`src/rtl/mcoi_buffer_reader_pkg.sv`:
```
// Shared types and constants for the MCOI buffer reader.
package MCPkg;

  // Single clock plus asynchronous active-low reset
  typedef struct packed {
    logic clk;
    logic rst_n;
  } ckrs_t;

  // Reader FSM; the encoding is exported through the status register
  typedef enum logic [1:0] {
    IDLE   = 2'd0,
    ISSUE  = 2'd1,
    DRAIN  = 2'd2,
    FINISH = 2'd3
  } bufread_state_t;

  // Status register bit positions
  localparam int unsigned STATUS_STATE_MSB = 31;
  localparam int unsigned STATUS_STATE_LSB = 30;
  localparam int unsigned STATUS_ABORT_BIT = 29;
  localparam int unsigned STATUS_COUNT_W   = 16;

endpackage

```
`src/rtl/mcoi_buffer_reader_if.sv`:
```
// Block-RAM buffer interface and 32-bit register interface.
interface t_buffer;
  logic        en;
  logic [31:0] addr;
  logic [3:0]  we;
  logic [31:0] din;
  logic [31:0] dout;

  modport consumer (output en, addr, we, din, input dout);
  modport producer (input en, addr, we, din, output dout);
endinterface

interface t_register;
  logic [31:0] status;
  logic [31:0] control;

  modport producer (output status, input control);
  modport consumer (input status, output control);
endinterface

```
`src/rtl/mcoi_skid_fifo.sv`:
```
// 32-bit synchronous FIFO of arbitrary depth with synchronous flush.
// Output data/valid come straight from the storage registers.
module mcoi_skid_fifo #(
  parameter int unsigned DEPTH = 3
) (
  input  logic                         clk,
  input  logic                         rst_n,
  input  logic                         flush,
  input  logic                         push,
  input  logic [31:0]                  push_data,
  input  logic                         pop,
  output logic [31:0]                  data,
  output logic                         valid,
  output logic [$clog2(DEPTH+1)-1:0]   count
);

  localparam int unsigned CW = $clog2(DEPTH + 1);
  localparam int unsigned PW = (DEPTH > 1) ? $clog2(DEPTH) : 1;

  logic [31:0]   mem [DEPTH];
  logic [PW-1:0] wr_ptr;
  logic [PW-1:0] rd_ptr;
  logic          do_push;
  logic          do_pop;

  function automatic logic [PW-1:0] next_ptr(input logic [PW-1:0] ptr);
    return (ptr == PW'(DEPTH - 1)) ? '0 : ptr + PW'(1);
  endfunction

  assign do_pop  = pop && (count != '0);
  assign do_push = push && (count != CW'(DEPTH));
  assign data    = mem[rd_ptr];
  assign valid   = (count != '0);

  // Storage, pointers and occupancy; flush overrides any push/pop
  always_ff @(posedge clk or negedge rst_n) begin
    if (!rst_n) begin
      for (int unsigned i = 0; i < DEPTH; i++) mem[i] <= '0;
      wr_ptr <= '0;
      rd_ptr <= '0;
      count  <= '0;
    end else if (flush) begin
      wr_ptr <= '0;
      rd_ptr <= '0;
      count  <= '0;
    end else begin
      if (do_push) begin
        mem[wr_ptr] <= push_data;
        wr_ptr      <= next_ptr(wr_ptr);
      end
      if (do_pop) rd_ptr <= next_ptr(rd_ptr);
      case ({do_push, do_pop})
        2'b10:   count <= count + CW'(1);
        2'b01:   count <= count - CW'(1);
        default: ;
      endcase
    end
  end

endmodule

```
`src/rtl/mcoi_buffer_reader.sv`:
```
// Burst reader for the t_buffer BRAM interface: fetches len_ib words from a
// word-aligned base and streams them out with full backpressure.
// Optional macro MCOI_BUFREAD_STATUS_EN adds the reg_x status/control port.
module mcoi_buffer_reader
  import MCPkg::*;
#(
  parameter int unsigned READ_LATENCY = 1,
  parameter int unsigned LEN_W        = 12
) (
  input  ckrs_t             ClkRs_ix,
  t_buffer.consumer         buf_x,
  input  logic              start_i,
  input  logic              abort_i,
  input  logic [31:0]       base_addr_ib32,
  input  logic [LEN_W-1:0]  len_ib,
  output logic              busy_o,
  output logic              done_o,
  output logic              aborted_o,
  output logic [31:0]       data_ob32,
  output logic              valid_o,
  input  logic              ready_i
`ifdef MCOI_BUFREAD_STATUS_EN
  ,
  t_register.producer       reg_x
`endif
);

  localparam int unsigned FIFO_DEPTH = READ_LATENCY + 2;
  localparam int unsigned CW         = $clog2(FIFO_DEPTH + 1);

  logic                    clk;
  logic                    rst_n;
  bufread_state_t          state;
  bufread_state_t          state_next;
  logic [31:0]             addr;
  logic [LEN_W-1:0]        remaining;
  logic [READ_LATENCY-1:0] inflight;
  logic                    aborted_q;
  logic [CW-1:0]           fifo_count;
  logic [3:0]              outstanding;
  logic                    abort_req;
  logic                    abort_take;
  logic                    start_take;
  logic                    credit;
  logic                    issue;
  logic                    pop;
  logic                    drain_done;
  logic                    en;

  assign clk   = ClkRs_ix.clk;
  assign rst_n = ClkRs_ix.rst_n;

  assign outstanding = 4'($countones(inflight));
  assign credit      = (outstanding + 4'(fifo_count)) < 4'(FIFO_DEPTH);
  assign start_take  = start_i && (state == IDLE);
  assign abort_take  = abort_req && ((state == ISSUE) || (state == DRAIN));
  assign issue       = (state == ISSUE) && credit && !abort_req;
  assign pop         = valid_o && ready_i;
  // Leave DRAIN in the cycle the last word is handed over, so done_o
  // follows the final handshake by exactly one cycle.
  assign drain_done  = (outstanding == 4'd0) &&
                       ((fifo_count == '0) || ((fifo_count == CW'(1)) && pop));

  assign buf_x.en   = en;
  assign buf_x.addr = addr;
  assign buf_x.we   = '0;
  assign buf_x.din  = '0;

  // State register
  always_ff @(posedge clk or negedge rst_n) begin
    if (!rst_n) state <= IDLE;
    else        state <= state_next;
  end

  // Next-state logic
  always_comb begin
    state_next = state;
    unique case (state)
      IDLE:    if (start_i) state_next = (len_ib == '0) ? FINISH : ISSUE;
      ISSUE: begin
        if (abort_req)                                  state_next = FINISH;
        else if (issue && (remaining == LEN_W'(1)))     state_next = DRAIN;
      end
      DRAIN:   if (abort_req || drain_done) state_next = FINISH;
      FINISH:  state_next = IDLE;
      default: state_next = IDLE;
    endcase
  end

  // Outputs decoded from state
  always_comb begin
    en        = 1'b0;
    busy_o    = start_take;
    done_o    = 1'b0;
    aborted_o = 1'b0;
    unique case (state)
      IDLE:    ;
      ISSUE: begin
        en     = issue;
        busy_o = 1'b1;
      end
      DRAIN:   busy_o = 1'b1;
      FINISH: begin
        done_o    = 1'b1;
        aborted_o = aborted_q;
      end
      default: ;
    endcase
  end

  // Address/length bookkeeping and the read-return tracking shift register
  always_ff @(posedge clk or negedge rst_n) begin
    if (!rst_n) begin
      addr      <= '0;
      remaining <= '0;
      inflight  <= '0;
      aborted_q <= 1'b0;
    end else begin
      if (start_take) begin
        addr      <= {base_addr_ib32[31:2], 2'b00};
        remaining <= len_ib;
        aborted_q <= 1'b0;
      end else if (issue) begin
        addr      <= addr + 32'd4;
        remaining <= remaining - LEN_W'(1);
      end
      if (abort_take) begin
        inflight  <= '0;
        aborted_q <= 1'b1;
      end else begin
        inflight  <= (inflight << 1) | READ_LATENCY'(issue);
      end
    end
  end

  mcoi_skid_fifo #(
    .DEPTH (FIFO_DEPTH)
  ) u_fifo (
    .clk       (clk),
    .rst_n     (rst_n),
    .flush     (abort_take),
    .push      (inflight[READ_LATENCY-1]),
    .push_data (buf_x.dout),
    .pop       (pop),
    .data      (data_ob32),
    .valid     (valid_o),
    .count     (fifo_count)
  );

`ifdef MCOI_BUFREAD_STATUS_EN
  logic [STATUS_COUNT_W-1:0] delivered;

  // Words handed downstream in the current or last burst
  always_ff @(posedge clk or negedge rst_n) begin
    if (!rst_n)          delivered <= '0;
    else if (start_take) delivered <= '0;
    else if (pop)        delivered <= delivered + STATUS_COUNT_W'(1);
  end

  assign reg_x.status = {state, aborted_q,
                         {(STATUS_ABORT_BIT - STATUS_COUNT_W){1'b0}}, delivered};
  assign abort_req    = abort_i | reg_x.control[0];
`else
  assign abort_req    = abort_i;
`endif

endmodule

```
`src/flat_wrapper.sv`:
```
// flat-port wrapper written by rule: the top's interface ports become plain ports
module mcoi_buffer_reader_flat import MCPkg::*;
#(
  parameter int unsigned READ_LATENCY = 1,
  parameter int unsigned LEN_W        = 12
)
  (ClkRs_ix, start_i, abort_i, base_addr_ib32, len_ib, busy_o, done_o, aborted_o, data_ob32, valid_o, ready_i, buf_x_en, buf_x_addr, buf_x_we, buf_x_din, buf_x_dout);
  t_buffer buf_x_i ();
  input  ckrs_t ClkRs_ix;
  input  logic start_i;
  input  logic abort_i;
  input  logic [31:0] base_addr_ib32;
  input  logic [LEN_W-1:0] len_ib;
  output logic busy_o;
  output logic done_o;
  output logic aborted_o;
  output logic [31:0] data_ob32;
  output logic valid_o;
  input  logic ready_i;
  output wire logic [$bits(buf_x_i.en)-1:0] buf_x_en;
  output wire logic [$bits(buf_x_i.addr)-1:0] buf_x_addr;
  output wire logic [$bits(buf_x_i.we)-1:0] buf_x_we;
  output wire logic [$bits(buf_x_i.din)-1:0] buf_x_din;
  input wire logic [$bits(buf_x_i.dout)-1:0] buf_x_dout;
  assign buf_x_en = buf_x_i.en;
  assign buf_x_addr = buf_x_i.addr;
  assign buf_x_we = buf_x_i.we;
  assign buf_x_din = buf_x_i.din;
  assign buf_x_i.dout = buf_x_dout;
  mcoi_buffer_reader #(.READ_LATENCY(READ_LATENCY), .LEN_W(LEN_W)) u_core (.ClkRs_ix(ClkRs_ix), .buf_x(buf_x_i), .start_i(start_i), .abort_i(abort_i), .base_addr_ib32(base_addr_ib32), .len_ib(len_ib), .busy_o(busy_o), .done_o(done_o), .aborted_o(aborted_o), .data_ob32(data_ob32), .valid_o(valid_o), .ready_i(ready_i));
endmodule
```
`config.mk`:
```
export PLATFORM = sky130hd
export DESIGN_NAME = mcoi_buffer_reader_flat
export DESIGN_NICKNAME = d
export VERILOG_FILES = /design/src/rtl/mcoi_buffer_reader_pkg.sv /design/src/rtl/mcoi_buffer_reader_if.sv /design/src/rtl/mcoi_skid_fifo.sv /design/src/rtl/mcoi_buffer_reader.sv /design/src/flat_wrapper.sv
export SDC_FILE = /design/constraint.sdc
export NUM_CORES = 1
export LEC_CHECK = 0
export ABC_AREA = 1
export BUFFER_PORTS_ARGS = -buffer_cell sky130_fd_sc_hd__buf_2
export CORE_ASPECT_RATIO = 0.75
export CORE_MARGIN = 2
export CORE_UTILIZATION = 40
export CTS_BUF_LIST = sky130_fd_sc_hd__clkbuf_8
export DETAILED_ROUTE_END_ITERATION = 8
export PLACE_DENSITY = 0.72
export SETUP_SLACK_MARGIN = 0.2
export SYNTH_ARGS = -nofsm -noshare
export SYNTH_HDL_FRONTEND = slang
export SYNTH_SLANG_ARGS = --single-unit
```
`constraint.sdc`:
```
create_clock -name ClkRs_ix -period 3.5 [get_ports ClkRs_ix]
set_input_delay 0.175 -clock ClkRs_ix [delete_from_list [all_inputs] [get_ports ClkRs_ix]]
set_output_delay 0.175 -clock ClkRs_ix [all_outputs]
set_load 0.01 [all_outputs]
```
==> results.py, run 1 <==
metrics = {
    "floorplanning": {
        "core_area_mm2": 0.0202,
        "ioPinCount": 186,
        "rows": 45,
        "die_w_um": 170,
        "die_area_mm2": 0.0218,
        "die_y_um": 128,
        "start_util_pct": 40.8,
    },
    "placed_design": {
        "dpl.cell_count": 1443,
        "place_ws_ns": 1.01,
        "dp_hpwl_um": 14200,
        "placed_cell_area_mm2": 0.00893,
        "port_buffers": 144,
        "gp_congestion": 0.926,
    },
    "route": {
        "highest_layer": "met4",
        "drt-initial-drc-count": 615,
        "detail-route-antenna-nets": 0,
        "dr_wl_met3_um": 1490,
        "drc": 0,
        "wirelength_um": 22000,
        "vias": 7675,
        "wl_per_cell_um": 14.2,
        "wl_met1_um": 10100,
        "dr.pass1.iters": 5,
        "via_per_inst": 4.94,
        "wl_met2_um": 10100,
    },
    "setup_path": {
        "cp-start-kind": "flip-flop",
        "critPathRequiredTime_ns": 3.82,
        "end_kind": "flip-flop",
        "cp-startpoint": "u_core.state[0]$_DFFE_PN0P_",
        "cp_max_fo": 38,
        "r2r-start": "u_core.state[0]$_DFFE_PN0P_",
        "cp.arrival_ns": 2.83,
        "path_class": "flip-flop to flip-flop",
    },
    "synthesis": {
        "synth_warnings": 0,
        "synth_ff_type": "dfrtp_1",
        "synth-seq-cells": 148,
        "yosys.area.top_type_share_pct": 44.9,
        "synth_cells": 1077,
        "synthSimpleGateAreaFrac_pct": 29.5,
        "synth_edf_count": 0,
        "ys_types": 42,
        "synthArstFlopShare_pct": 100,
        "synth-compound-area-share_pct": 10.5,
        "seq_area_frac_synth_pct": 44.9,
        "yosysTopAreaCell": "dfrtp_1",
        "avgSynthCellArea_um2": 7.65,
        "yosys.area_share.adder_pct": 2.13,
        "synth_top_family_by_area": "simple AND/OR/NAND/NOR gates",
        "netlist_area_mm2": 0.00824,
        "synth_xor_xnor_area_share_pct": 1.28,
        "synthMuxAreaShare_pct": 0,
        "netlist_top_cells_area": "dfrtp_1 45%, nand2_1 15%, nand3_1 7.5%",
    },
    "clocking": {
        "cts_tree": "yes",
        "clk_pin_slew_ns": 0.10,
        "clk_latency_ns": 0.45,
        "cts.repair.resized": 0,
    },
    "final_layout": {
        "layout_common_cells": "325 x nand2_1, 148 x dfrtp_1, 144 x buf_2",
        "area.sequential_mm2": 0.00370,
        "antenna_cells": 0,
        "multi_input_area_mm2": 0.00373,
        "n_fill_cell": 1970,
        "drive_above_1_share_pct": 19.9,
        "fin_area_mm2": 0.0102,
        "layout.nets": 1363,
        "areaGrowthSynthToFinish_pct": 24.3,
        "mostFrequentLayoutCell": "nand2_1",
        "stdcell_count": 1553,
    },
    "outcome": {
        "status": "complete, but fails checks",
        "violations": "negative hold slack",
    },
    "job": {
        "cap_viol_max_count": 0,
    },
    "power": {
        "combPwrFrac_pct": 37.7,
        "switching_share_pct": 49.3,
        "ir_drop_v": 0.000491,
        "seqPwrFrac_pct": 29.2,
        "power.leakage_nw": 5.19,
        "p_clk_share_pct": 33.1,
        "power_density_mw_per_mm2": 905,
        "internal_power_w": 0.00470,
        "p_switching_w": 0.00457,
    },
    "sta": {
        "finalSetupViolations": 0,
        "hold_violations": 148,
        "timing.final.ws_setup_ns": 0.995,
        "fin_skew_ns": 0.0160,
        "tightest_slew_ns": 0.772,
        "period_needed_ns": 2.50,
        "fin_hold_ws_ns": -0.340,
        "finalSetupTns_ns": 0,
        "maxSlewHeadroom_pct": 48.5,
        "rsz0062_at_grt": "no",
        "fin_crit_sh_pct": 71.6,
        "slew_viol_final": 0,
        "fmax_ghz": 0.399,
    },
    "global_routing": {
        "antenna_found_initial": 0,
        "grt_max_degree": 65,
        "grt_pass1_wl_um": 35400,
        "grt_pass1_vias": 7462,
        "gr-total-overflow": 0,
        "grt_util_all_layers_pct": 21.2,
    },
    "hold_path": {
        "hold_class": "clock port to asynchronous set/reset pin",
    },
}
-- cells by family after synthesis --
| group | Yosys count |
|---|---|
| AO/OA/AOI/OAI | 145 |
| adder cells (fa/ha/maj) | 14 |
| XOR/XNOR | 12 |
| buffers and inverters | 181 |
| flip-flops | 148 |
| AND/OR/NAND/NOR | 576 |
| other | 1 |
-- power by group through the flow --
stage               clock (W)  sequential (W)  combinational [W]
floorplan                   0         0.00269            0.00243
global route          0.00341         0.00278            0.00394
CTS                   0.00324         0.00270            0.00350
detailed placement          0         0.00274            0.00345
global placement            0         0.00272            0.00337
finish                0.00307         0.00271            0.00349
-- state kept, by name (all words and copies together), names as in the netlist --
| signal | cells |
|---|---|
| u_core.u_fifo.count | 2 |
| u_core.buf_x.addr | 30 |
| u_core.inflight | 1 |
| u_core.aborted_q | 1 |
| u_core.state | 2 |
| u_core.u_fifo.rd_ptr | 2 |
| u_core.remaining | 12 |
| u_core.u_fifo.wr_ptr | 2 |
| u_core.u_fifo.mem | 96 |
-- path summary, 6_finish.rpt --
| check | to | slack (ns) | cells after the start |
|---|---|---|---|
| max in group asynchronous | u_core.u_fifo.count[1]$_DFFE_PN0P_ | 3.68 | 2 |
| min in group ClkRs_ix | u_core.u_fifo.mem[65]$_DFFE_PN0P_ | 0.03 | 3 |
| hold reg to reg | u_core.aborted_q$_DFFE_PN0P_ | 0.49 | 2 |
| hold / removal | u_core.buf_x.addr[6]$_DFFE_PN0P_ | -0.34 | 2 |
| setup / recovery | u_core.u_fifo.mem[37]$_DFFE_PN0P_ | 1.0 | 9 |
| setup reg to reg | u_core.u_fifo.mem[37]$_DFFE_PN0P_ | 1.0 | 9 |
-- per-layer routing --
metal | global-route usage (%) | vias to the layer above
met4 | 12.3 | 0
li1 | - | 3778
met3 | 9.73 | 22
met5 | 0 | -
met2 | 30.1 | 265
met1 | 26.7 | 3610
-- cell type report --
cell class	count	area share [%]
tap	258	3.15
inverter	98	3.59
clock buffer	34	4.57
multi-input combinational	785	36.4
timing repair buffer	201	12.5
clock inverter	29	3.69
sequential	148	36.1
-- through the flow --
| step | power (W) | utilization, % |
|---|---|---|
| 5_1_grt | 0.0101 | 50.7 |
| 2_1_floorplan | 0.00512 | - |
| 4_1_cts | 0.00944 | 50.7 |
| 6_report | 0.00927 | 50.7 |
| 3_3_place_gp | 0.00609 | 44.2 |
| 3_5_place_dp | 0.00619 | 44.2 |
-- synthesized netlist by cell type (5+ instances only) --
cell type	instances
a21oi_1	9
o21ai_2	23
ha_1	14
nor3_1	5
inv_1	93
nor2_1	99
o21ai_0	38
buf_4	39
clkbuf_1	12
nand4_1	6
o21ai_1	54
nand3_1	123
buf_2	11
buf_6	15
xor2_1	8
nand2_1	325
o211ai_1	7
dfrtp_1	148
buf_1	5
-- repair_timing --
item / CTS / global route
hold buffers: 47 / 0
endpoints found under the hold margin: 66 / 0
buffers inserted: 0 / 0
-- worst max-delay path, stage by stage (launching register included) --
cell and delay (ns):
dfrtp_1 0.45, inv_1 0.12, ha_1 0.33, nand2_2 0.13
inv_1 0.10, nor2_4 0.17, nand3_2 0.52, buf_12 0.40
nand2_1 0.07, o21ai_1 0.06
(Power assumes the default switching activity.)
==> run 2, diff against run 1 <==
clock period = 2.34 ns   (was 3.5 ns; I/O delays follow)
==> run 2 against run 1 <==
Effect of this change:
- utilization increased by 1.6 points
- the flow still finishes with violations (negative hold slack)
- clock-buffer cell count unchanged
- via count increased by 2.0%
- critical endpoint is now buf_x_en
- sequential power increased by 49%
==> results.py, run 2 (synthesized netlist as in run 1, its figures left out) <==
metrics = {
    "route": {
        "detail-route-antenna-nets": 0,
        "drc": 0,
        "wirelength_um": 22600,
        "wl_per_cell_um": 14.2,
        "dr.pass1.iters": 5,
        "via_per_inst": 4.92,
        "vias": 7828,
        "drt-initial-drc-count": 637,
    },
    "final_layout": {
        "area.sequential_mm2": 0.00370,
        "largest_register_ffs": 96,
        "stdcell_count": 1592,
        "drive_above_1_share_pct": 20.5,
        "n_fill_cell": 1931,
        "regMostFlops": "u_core.u_fifo.mem",
        "areaGrowthSynthToFinish_pct": 28.2,
        "largestRegisters": "u_core.u_fifo.mem (96), u_core.buf_x.addr (30), u_core.remaining (12)",
        "layout_common_cells": "324 x nand2_1, 148 x dfrtp_1, 144 x buf_2",
        "layout.nets": 1401,
        "antenna_cells": 0,
        "multi_input_area_mm2": 0.00373,
        "mostFrequentLayoutCell": "nand2_1",
    },
    "global_routing": {
        "grt_pass1_wl_um": 36500,
        "antenna_found_initial": 0,
        "grt_util_all_layers_pct": 21.8,
        "gr-total-overflow": 0,
        "grt_max_degree": 65,
        "grt_pass1_vias": 7750,
    },
    "setup_path": {
        "worstPathCellList": "ha_1 -> ha_1 -> a21oi_2 -> nand2_4 -> inv_8 -> buf_2",
        "end_kind": "primary output",
        "cp-start-kind": "flip-flop",
        "cp.arrival_ns": 1.89,
        "cp_max_fo": 6,
        "cp_common_cell": "ha_1",
        "cpPeakStageDelay_ns": 0.41,
        "cp_slowest_cell": "dfrtp_1",
        "critPathRequiredTime_ns": 2.22,
        "path_class": "flip-flop to primary output",
    },
    "floorplanning": {
        "ioPinCount": 186,
        "die_area_mm2": 0.0218,
        "die_y_um": 128,
        "die_w_um": 170,
        "rows": 45,
        "start_util_pct": 40.8,
        "core_area_mm2": 0.0202,
    },
    "placed_design": {
        "place_ws_ns": 0.198,
        "dpl.cell_count": 1451,
        "port_buffers": 144,
        "gp_congestion": 0.883,
        "dp_hpwl_um": 14300,
    },
    "sta": {
        "finalSetupTns_ns": 0,
        "hold_violations": 148,
        "fin_crit_sh_pct": 85.8,
        "fin_hold_ws_ns": -0.335,
        "fmax_ghz": 0.498,
        "rsz0062_at_grt": "no",
        "slew_viol_final": 0,
        "maxSlewHeadroom_pct": 65.9,
        "tightest_slew_ns": 0.511,
        "period_needed_ns": 2.01,
        "fin_skew_ns": 0.0221,
        "finalSetupViolations": 0,
        "timing.final.ws_setup_ns": 0.333,
    },
    "hold_path": {
        "hold_class": "clock port to asynchronous set/reset pin",
    },
    "power": {
        "power_w": 0.0139,
        "ir_drop_v": 0.000547,
        "power_density_mw_per_mm2": 1310,
        "power.leakage_nw": 5.34,
    },
    "clocking": {
        "clk_pin_slew_ns": 0.10,
        "cts_tree": "yes",
        "clk_latency_ns": 0.45,
    },
    "outcome": {
        "violations": "negative hold slack",
        "status": "complete, but fails checks",
    },
    "job": {
        "cap_viol_max_count": 0,
    },
}
==> run 2: changes by cell type in the layout (fill, tap and decap cells not counted), sizes merged <==
cell	change
clkinvlp	+2
clkinv	+1
dlygate4sd3	+24
bufinv	-2
buf	+14
==> run 2: stage by stage <==
stage / util (%) / hold slack, ns / cell area, um2
2_1_floorplan: - / -0.296 / 8380
3_3_place_gp: 44.5 / -0.296 / 8990
3_5_place_dp: 44.5 / -0.296 / 8990
4_1_cts: 52.0 / -0.322 / 10500
5_1_grt: 52.3 / -0.333 / 10600
6_report: 52.3 / -0.335 / 10600
==> run 2: area by class of cell <==
type / count / area share, %
Multi-Input combinational cell: 785 / 35.3
Sequential cell: 148 / 35.0
Timing Repair Buffer: 239 / 15.5
Clock buffer: 34 / 4.43
Inverter: 98 / 3.58
Clock inverter: 30 / 3.13
Tap cell: 258 / 3.05
==> run 2: power breakdown <==
part | leakage (nW) | switching [W] | total [W] | internal (W)
registers | 1.90 | 0.000829 | 0.00403 | 0.00320
logic | 3.05 | 0.00335 | 0.00547 | 0.00213
clock network | 0.392 | 0.00272 | 0.00437 | 0.00165
==> run 2: what timing repair did <==
item,in CTS,in global routing
setup endpoints to repair,3,40
setup buffers,1,5
pin swaps,1,3
hold buffers,71,0
resized for setup,4,6
endpoints found under the hold margin,133,0
==> run 2: routing by layer <==
layer	vias up	share of wire, %	track usage, %
met5	-	0	0
met1	3627	45	27.6
met3	34	7.8	9.76
li1	3859	-	-
met4	0	1.9	13.8
met2	308	45	30.2
==> run 2: path summary, 6_finish.rpt <==
path / start / to / slack (ns) / depth (start not counted)
worst max-delay path: u_core.u_fifo.count[0]$_DFFE_PN0P_ / buf_x_en / 0.33 / 6
worst min-delay path: ClkRs_ix[0] / u_core.u_fifo.mem[58]$_DFFE_PN0P_ / -0.34 / 2
worst max register to register: u_core.u_fifo.count[0]$_DFFE_PN0P_ / u_core.buf_x.addr[8]$_DFFE_PN0P_ / 0.35 / 9
worst min register to register: u_core.u_fifo.mem[67]$_DFFE_PN0P_ / u_core.u_fifo.mem[67]$_DFFE_PN0P_ / 0.49 / 2
max in group asynchronous: ClkRs_ix[0] / u_core.remaining[6]$_DFFE_PN0P_ / 2.51 / 2
min in group ClkRs_ix: abort_i / u_core.aborted_q$_DFFE_PN0P_ / 0.03 / 3
==> run 2: worst max-delay path: cells and delay by family (launching register included) <==
family | cells | cell delay, ns
compound gates | 1 | 0.19
simple gates | 1 | 0.14
flops | 1 | 0.41
buf+inv | 2 | 0.20
fa+ha+maj | 2 | 0.50
==> run 3, diff against run 2 <==
CORE_MARGIN = 1.5   (was 2)
REMOVE_ABC_BUFFERS = 1   (was unset)
==> run 3 against run 2 <==
Effect of this change:
- the flow still finishes with violations (negative hold slack)
- clock-buffer cell count up 2
- die area decreased by 1.4%
- clock power is 5.7% higher
- non-clock buffer count down 3
- wire length increased by 1.3%
- sequential share of layout area shrank 0.20 points
- final cell count fell by 0.25%
- global-route usage is 1.2 points higher
- flip-flop and latch count is the same
- worst setup slack worse by 0.039 ns
- design area increased by 0.57%
- first-iteration DRC count increased by 27%
==> results.py, run 3 (synthesized netlist as in run 1, its figures left out) <==
metrics = {
    "floorplanning": {
        "die_area_mm2": 0.0215,
        "core_area_mm2": 0.0202,
        "rows": 45,
        "die_w_um": 169,
        "start_util_pct": 40.8,
        "die_y_um": 127,
        "ioPinCount": 186,
    },
    "final_layout": {
        "areaGrowthSynthToFinish_pct": 29.0,
        "area.sequential_mm2": 0.00370,
        "regMostFlops": "u_core.u_fifo.mem",
        "stdcell_count": 1588,
        "largest_register_ffs": 96,
        "drive_above_1_share_pct": 20.3,
        "layout_common_cells": "324 x nand2_1, 148 x dfrtp_1, 144 x buf_2",
        "antenna_cells": 0,
        "largestRegisters": "u_core.u_fifo.mem (96), u_core.buf_x.addr (30), u_core.remaining (12)",
        "multi_input_area_mm2": 0.00373,
        "n_fill_cell": 1898,
        "mostFrequentLayoutCell": "nand2_1",
        "layout.nets": 1398,
    },
    "sta": {
        "fmax_ghz": 0.489,
        "rsz0062_at_grt": "no",
        "finalSetupTns_ns": 0,
        "fin_crit_sh_pct": 87.4,
        "fin_hold_ws_ns": -0.328,
        "fin_skew_ns": 0.0104,
        "slew_viol_final": 0,
        "period_needed_ns": 2.05,
        "finalSetupViolations": 0,
        "hold_violations": 148,
    },
    "route": {
        "detail-route-antenna-nets": 0,
        "drc": 0,
        "dr.pass1.iters": 5,
        "vias": 7831,
        "drt-initial-drc-count": 808,
        "via_per_inst": 4.93,
        "wirelength_um": 22900,
        "wl_per_cell_um": 14.4,
    },
    "outcome": {
        "violations": "negative hold slack",
        "status": "complete, but fails checks",
    },
    "power": {
        "power.leakage_nw": 5.38,
        "ir_drop_v": 0.000744,
        "power_density_mw_per_mm2": 1340,
        "power_w": 0.0142,
    },
    "clocking": {
        "clk_latency_ns": 0.46,
        "cts_tree": "yes",
        "clk_pin_slew_ns": 0.09,
    },
    "global_routing": {
        "grt_util_all_layers_pct": 23.0,
        "grt_pass1_wl_um": 37500,
        "gr-total-overflow": 0,
        "grt_max_degree": 66,
        "grt_pass1_vias": 7816,
        "antenna_found_initial": 0,
    },
    "placed_design": {
        "gp_congestion": 0.910,
        "dp_hpwl_um": 13900,
        "port_buffers": 144,
        "dpl.cell_count": 1447,
    },
    "setup_path": {
        "end_kind": "primary output",
        "critPathRequiredTime_ns": 2.22,
        "path_class": "flip-flop to primary output",
        "cp-start-kind": "flip-flop",
        "cp_max_fo": 5,
        "cp.arrival_ns": 1.93,
    },
    "hold_path": {
        "hold_class": "clock port to asynchronous set/reset pin",
    },
    "job": {
        "cap_viol_max_count": 0,
    },
}
[run 3: cell count changes in the layout (fill, tap and decap cells not counted), sizes merged, moves of 2 or more]
cell,delta
clkbuf,+2
inv,-3
buf,-3
clkinvlp,-4
bufinv,+3
[run 3: stage by stage]
step	cell area [um2]	worst slack [ns]	util (%)
after floorplan	7790	-0.273	-
after global placement	8970	0.309	44.4
after detailed placement	8970	0.253	44.4
after CTS	10600	0.228	52.4
after global routing	10600	0.200	52.6
final	10600	0.294	52.6
[run 3: layer usage]
metal	global-route usage, %	share of wire, %	up-vias
met2	33.4	45	356
met4	11.8	0.96	0
met3	12.8	10	25
met1	27.2	44	3610
met5	0	0	-
li1	-	-	3840
[run 3: worst max-delay path, stage by stage, from the launching register on]
cell	delay, ns
dfrtp_1	0.43
ha_1	0.22
ha_1	0.28
a21oi_2	0.20
nand2_4	0.13
inv_8	0.09
buf_2	0.13
[run 3: report_power, final]
part / switching [W] / leakage (nW) / internal [W]
Sequential: 0.000879 / 1.90 / 0.00319
Clock: 0.00264 / 0.425 / 0.00198
Combinational: 0.00336 / 3.06 / 0.00216
[run 3: final cells by class]
class | count | share of cell area [%]
clock buffer | 36 | 4.66
clock inverter | 27 | 3.25
inverter | 98 | 3.56
multi-input combinational | 785 | 35.1
sequential | 148 | 34.8
tap | 258 | 3.04
timing repair buffer | 236 | 15.6
[run 3: worst paths after layout]
check	startpoint	endpoint	slack, ns	depth (start not counted)
max	u_core.u_fifo.count[0]$_DFFE_PN0P_	buf_x_en	0.29	6
min	ClkRs_ix[0]	u_core.u_fifo.mem[0]$_DFFE_PN0P_	-0.33	2
max reg2reg	u_core.u_fifo.count[0]$_DFFE_PN0P_	u_core.buf_x.addr[7]$_DFFE_PN0P_	0.32	8
min reg2reg	u_core.u_fifo.mem[81]$_DFFE_PN0P_	u_core.u_fifo.mem[81]$_DFFE_PN0P_	0.49	2
max in group asynchronous	ClkRs_ix[0]	u_core.u_fifo.mem[48]$_DFFE_PN0P_	2.51	2
min in group ClkRs_ix	len_ib[0]	u_core.remaining[0]$_DFFE_PN0P_	0.03	3
[run 3: repair_timing]
| action | in CTS | in global routing |
|---|---|---|
| hold buffers | 70 | 0 |
| endpoints found under the hold margin | 134 | 0 |
| buffers inserted | 4 | 3 |
| pin swaps | 2 | 1 |
| setup endpoints to repair | 2 | 39 |
| gates resized for setup | 6 | 4 |
| gates cloned | 1 | 0 |
